==> src/rtl/word_packer_pkg.sv <==
// rtl/word_packer_pkg.sv - shared widths and types for the 32-to-128 word packer
package word_packer_pkg;
   localparam int WORD_W = 32;
   localparam int LANES  = 4;

   typedef logic [LANES-1:0][WORD_W-1:0] beat_t;
   typedef logic [$clog2(LANES)-1:0]     lane_idx_t;
endpackage

==> src/rtl/word_packer_lane_mux.sv <==
// rtl/word_packer_lane_mux.sv - builds a zero-padded beat from collected lanes plus the closing word
module word_packer_lane_mux #(
   parameter  int WORD_W = 32,
   parameter  int LANES  = 4,
   localparam int IDX_W  = $clog2(LANES)
) (
   input  logic [LANES-2:0][WORD_W-1:0] acc_i,
   input  logic [IDX_W-1:0]             cnt_i,
   input  logic [WORD_W-1:0]            word_i,
   output logic [LANES-1:0][WORD_W-1:0] beat_o
);

   // Lanes above the closing lane stay zero even if acc were ever non-zero there.
   always_comb begin
      beat_o = '0;
      for (int l = 0; l < LANES - 1; l++) begin
         if (l < int'(cnt_i)) beat_o[l] = acc_i[l];
      end
      beat_o[cnt_i] = word_i;
   end

endmodule

==> src/rtl/word_packer.sv <==
// rtl/word_packer.sv - packs LANES input words into one wide beat for the downstream FIFO enq
module word_packer #(
   parameter int WORD_W = word_packer_pkg::WORD_W,
   parameter int LANES  = word_packer_pkg::LANES,
   parameter int CNT_W  = 16
) (
   input  logic                      CLK,
   input  logic                      nRST,
   input  logic                      in_enq_ena,
   input  logic [WORD_W-1:0]         in_enq_v,
   input  logic                      in_enq_last,
   output logic                      in_enq_rdy,
   output logic                      out_enq_ena,
   output logic [WORD_W*LANES-1:0]   out_enq_v,
   input  logic                      out_enq_rdy,
   output logic [CNT_W-1:0]          beats_out
);
   import word_packer_pkg::*;

   localparam int IDX_W = $clog2(LANES);

   logic [IDX_W-1:0]             cnt_q, cnt_d;
   logic [LANES-2:0][WORD_W-1:0] acc_q, acc_d;
   logic [LANES-1:0][WORD_W-1:0] hold_v_q, hold_v_d;
   logic                         hold_valid_q, hold_valid_d;
   logic [CNT_W-1:0]             beats_q, beats_d;

   logic [LANES-1:0][WORD_W-1:0] beat_new;
   logic                         in_xfer, out_xfer, beat_close;

   assign in_enq_rdy  = !hold_valid_q | out_enq_rdy;
   assign out_enq_ena = hold_valid_q;
   assign out_enq_v   = hold_v_q;
   assign beats_out   = beats_q;

   assign in_xfer    = in_enq_ena & in_enq_rdy;
   assign out_xfer   = hold_valid_q & out_enq_rdy;
   assign beat_close = in_xfer & ((cnt_q == IDX_W'(LANES - 1)) | in_enq_last);

   word_packer_lane_mux #(
      .WORD_W (WORD_W),
      .LANES  (LANES)
   ) u_lane_mux (
      .acc_i  (acc_q),
      .cnt_i  (cnt_q),
      .word_i (in_enq_v),
      .beat_o (beat_new)
   );

   // A beat close in the same cycle as an output transfer overrides the clear of hold_valid.
   always_comb begin
      cnt_d        = cnt_q;
      acc_d        = acc_q;
      hold_v_d     = hold_v_q;
      hold_valid_d = hold_valid_q;
      beats_d      = beats_q;
      if (out_xfer) begin
         hold_valid_d = 1'b0;
         beats_d      = beats_q + 1'b1;
      end
      if (beat_close) begin
         hold_v_d     = beat_new;
         hold_valid_d = 1'b1;
         cnt_d        = '0;
         acc_d        = '0;
      end else if (in_xfer) begin
         acc_d[cnt_q] = in_enq_v;
         cnt_d        = cnt_q + 1'b1;
      end
   end

   always_ff @(posedge CLK) begin
      if (!nRST) begin
         cnt_q        <= '0;
         acc_q        <= '0;
         hold_v_q     <= '0;
         hold_valid_q <= 1'b0;
         beats_q      <= '0;
      end else begin
         cnt_q        <= cnt_d;
         acc_q        <= acc_d;
         hold_v_q     <= hold_v_d;
         hold_valid_q <= hold_valid_d;
         beats_q      <= beats_d;
      end
   end

endmodule

==> config.mk <==
export PLATFORM = sky130hd
export DESIGN_NAME = word_packer
export DESIGN_NICKNAME = d
export VERILOG_FILES = /design/src/rtl/word_packer_pkg.sv /design/src/rtl/word_packer_lane_mux.sv /design/src/rtl/word_packer.sv
export SDC_FILE = /design/constraint.sdc
export NUM_CORES = 1
export LEC_CHECK = 0
export BUFFER_PORTS_ARGS = -buffer_cell sky130_fd_sc_hd__buf_2
export CAP_MARGIN = 30
export CORE_ASPECT_RATIO = 1.5
export CORE_MARGIN = 2
export CORE_UTILIZATION = 55
export DETAILED_ROUTE_END_ITERATION = 7
export MAX_ROUTING_LAYER = met4
export PLACE_DENSITY = 0.82
export SLEW_MARGIN = 15
export SYNTH_ARGS = -nofsm -noshare
export SYNTH_HDL_FRONTEND = slang
export SYNTH_SLANG_ARGS = --single-unit
==> constraint.sdc <==
create_clock -name CLK -period 2.51 [get_ports CLK]
set_input_delay 0.6275 -clock CLK [delete_from_list [all_inputs] [get_ports CLK]]
set_output_delay 0.6275 -clock CLK [all_outputs]
set_load 0.02 [all_outputs]
==> impl_metrics.py <==
metrics = {
    "clock_tree": {
        "cts-resized-gates": 0,
        "cts_sinks": 243,
        "cts_buffers": 22,
        "clockBufferDepth": 3,
        "cts_max_level": 1,
        "insertion_delay_ns": 0.51,
        "hold_buffers": 0,
        "cts.reportedPaths.clkPinSlew_ns": 0.06,
        "postCtsSetupBuffers": 0,
        "cts_root_buf": "clkbuf_16",
        "cts_tree": "built",
    },
    "setup_path": {
        "reg2regPathDepth": 5,
        "arrival_ns": 1.55,
        "worstPathRequired_ns": 1.88,
        "r2r_start": "cnt_q[0]",
        "path_class": "reg2out",
        "r2r_slack_ns": 0.36,
        "cp_max_fo": 12,
        "setup.worst_path.start": "out_enq_ena",
        "r2r-end": "out_enq_v[17]",
        "crit_path_start_kind": "flip-flop",
        "critPathCaptureType": "output port",
    },
    "min_path": {
        "whs_path_depth": 3,
        "hold_class": "in2reg",
        "min-delay-start": "in_enq_v[17]",
        "whs_endpoint": "acc_q[81]",
    },
    "floorplanning": {
        "start_util_pct": 55.5,
        "coreArea_um2": 17200,
        "die_w_um": 112,
        "die_y_um": 165,
        "dieArea_um2": 18400,
        "placementRows": 59,
        "ios": 183,
    },
    "yosys": {
        "yosys_warnings": 0,
        "synth.most_common_cell": "nand2_1",
        "synth_common_cells": "269 x nand2_1, 243 x dfxtp_1, 171 x nor2_1",
        "synth_edf_count": 0,
        "syn-num-nets": 1215,
        "ys_async_sr_fraction_pct": 0,
        "synthTopCellsByArea": "dfxtp_1 51%, nand2_1 11%, a211oi_1 7.6%",
        "syn_inst": 1173,
        "synth.largest_area_cell": "dfxtp_1",
        "dominantRegCellSynth": "dfxtp_1",
        "synth_area_um2": 9540,
        "ys_types": 32,
        "synth_seq_area_share_pct": 51.0,
        "synth.ff_latch_count": 243,
        "postSynthAreaPerCell_um2": 8.13,
        "synth_top_area_share_pct": 51.0,
    },
    "layout": {
        "n_antenna_cell": 0,
        "regArea_um2": 4860,
        "syn2layout_area_growth_pct": 20.2,
        "drive_gt1_share_pct": 20.0,
        "num-fill-cells": 1377,
        "fin_nets": 1357,
        "multi_input_area_um2": 4260,
    },
    "power_and_ir_drop": {
        "power.density_nw_per_um2": 782,
        "power_w": 0.00898,
        "peakVddDrop_v": 0.000736,
        "p_leak_nw": 4.78,
    },
    "global_routing": {
        "overflow": 0,
        "grt_pass1_vias": 8054,
        "grt_pass1_wl_um": 41000,
        "grt_max_degree": 66,
        "antenna_found_initial": 0,
        "grt_use_total_pct": 27.8,
    },
    "detailed_routing": {
        "drc_errors": 0,
        "vias": 8703,
        "final_antenna_net_count": 0,
        "finalWirelength_um": 25900,
        "viasPerCell": 5.64,
        "post_drt_wl_per_cell_um": 16.7,
        "dr.pass1.iters": 5,
        "drtIter0Drc": 544,
    },
    "sta": {
        "fin_skew_ns": 0.0106,
        "final.min_clock_period_ns": 2.18,
        "hold_viol": 0,
        "setup_viol": 0,
        "fmax_mhz": 459,
        "tns_ns": 0,
        "period_share_pct": 86.9,
        "final-max-slew-violation-count": 0,
        "rsz0062_at_grt": "no",
        "slew_headroom_pct": 42.7,
        "setup_slack_ns": 0.329,
        "tightest_slew_ns": 0.856,
    },
    "placement": {
        "dp_hpwl_um": 16900,
        "portBuffers": 182,
        "post-place-ws_ns": 0.121,
        "gp_congestion": 0.856,
    },
    "status": {
        "outcome": "complete, no violations",
    },
    "run": {
        "drv_cap": 0,
    },
}
==> logic make-up (layout without fill, tap and decap cells) <==
logic type	Yosys count	in the layout	synth area share [%]
compound gates	240	240	16.5
xor+xnor	9	9	0.826
fa+ha+maj	5	5	0.656
buf+inv	104	262	4.67
flops	243	243	51.0
mux	33	33	3.46
simple gates	539	539	22.9
==> cells in the final DEF (no fill, tap or decap), types with 2 or more instances in the layout <==
cell        count
a211oi_1       96
a21oi_1       104
a22o_1         32
and3_1          3
buf_12          4
buf_2         182
buf_4          31
bufinv_16       6
clkbuf_1        3
clkbuf_16      23
clkbuf_8        3
clkinv_2        4
clkinvlp_4      2
dfxtp_1       243
ha_1            2
ha_2            3
inv_1           4
mux2i_1        33
nand2_1       268
nand3_1        10
nand4_1         4
nor2_1        169
nor2_2          2
nor3_1         67
nor4_1          2
o211ai_1        2
o21ai_0         4
or3_1           4
or4_1           2
xnor2_1         7
xor2_1          2
==> flip-flops by register name (all words and copies together), names as in the netlist <==
signal / flops
cnt_q: 2
out_enq_v: 128
beats_out: 16
acc_q: 96
out_enq_ena: 1
==> worst max-delay path by stage <==
stage / endpoint / cells past startpoint
floorplan: out_enq_v[10] / 8
global placement: out_enq_v[23] / 6
detailed placement: out_enq_v[11] / 6
CTS: in_enq_rdy / 2
global route: out_enq_v[17] / 5
finish: in_enq_rdy / 2
==> layout make-up <==
class	count	share of cell area [%]
tap	213	2.32
inverter	5	0.175
clock inverter	11	1.83
timing repair buffer	217	10.7
sequential	243	42.4
clock buffer	29	5.47
multi-input combinational	826	37.1
==> metrics by stage <==
stage	hold slack (ns)	std cells	util, %	cell area [um2]
2_1_floorplan	0.436	1173	-	9540
3_3_place_gp	0.441	1504	61.8	10600
3_5_place_dp	0.446	1504	61.8	10600
4_1_cts	0.432	1544	66.7	11500
5_1_grt	0.436	1544	66.7	11500
6_report	0.441	1544	66.7	11500
==> worst max-delay path, cell delays in order, from the launching register on <==
cell and delay [ns]:
dfxtp_1 0.42, or2b_2 0.43, buf_2 0.20
==> power by group <==
group          leakage, nW  total, W  internal, W  switching, W
combinational         2.40   0.00105     0.000339      0.000711
clock                0.405   0.00382      0.00238       0.00144
sequential            1.98   0.00410      0.00402     0.0000876
total                 4.78   0.00898      0.00674       0.00224
==> layer usage <==
layer | track usage [%] | routed length [um] | vias to the layer above
met3 | 2.92 | 1340 | 69
met5 | - | 0 | -
met4 | 12.2 | 1100 | 0
met2 | 49.0 | 13200 | 333
li1 | - | - | 4261
met1 | 32.3 | 10200 | 4040
Power figures use the tool's default switching activity.
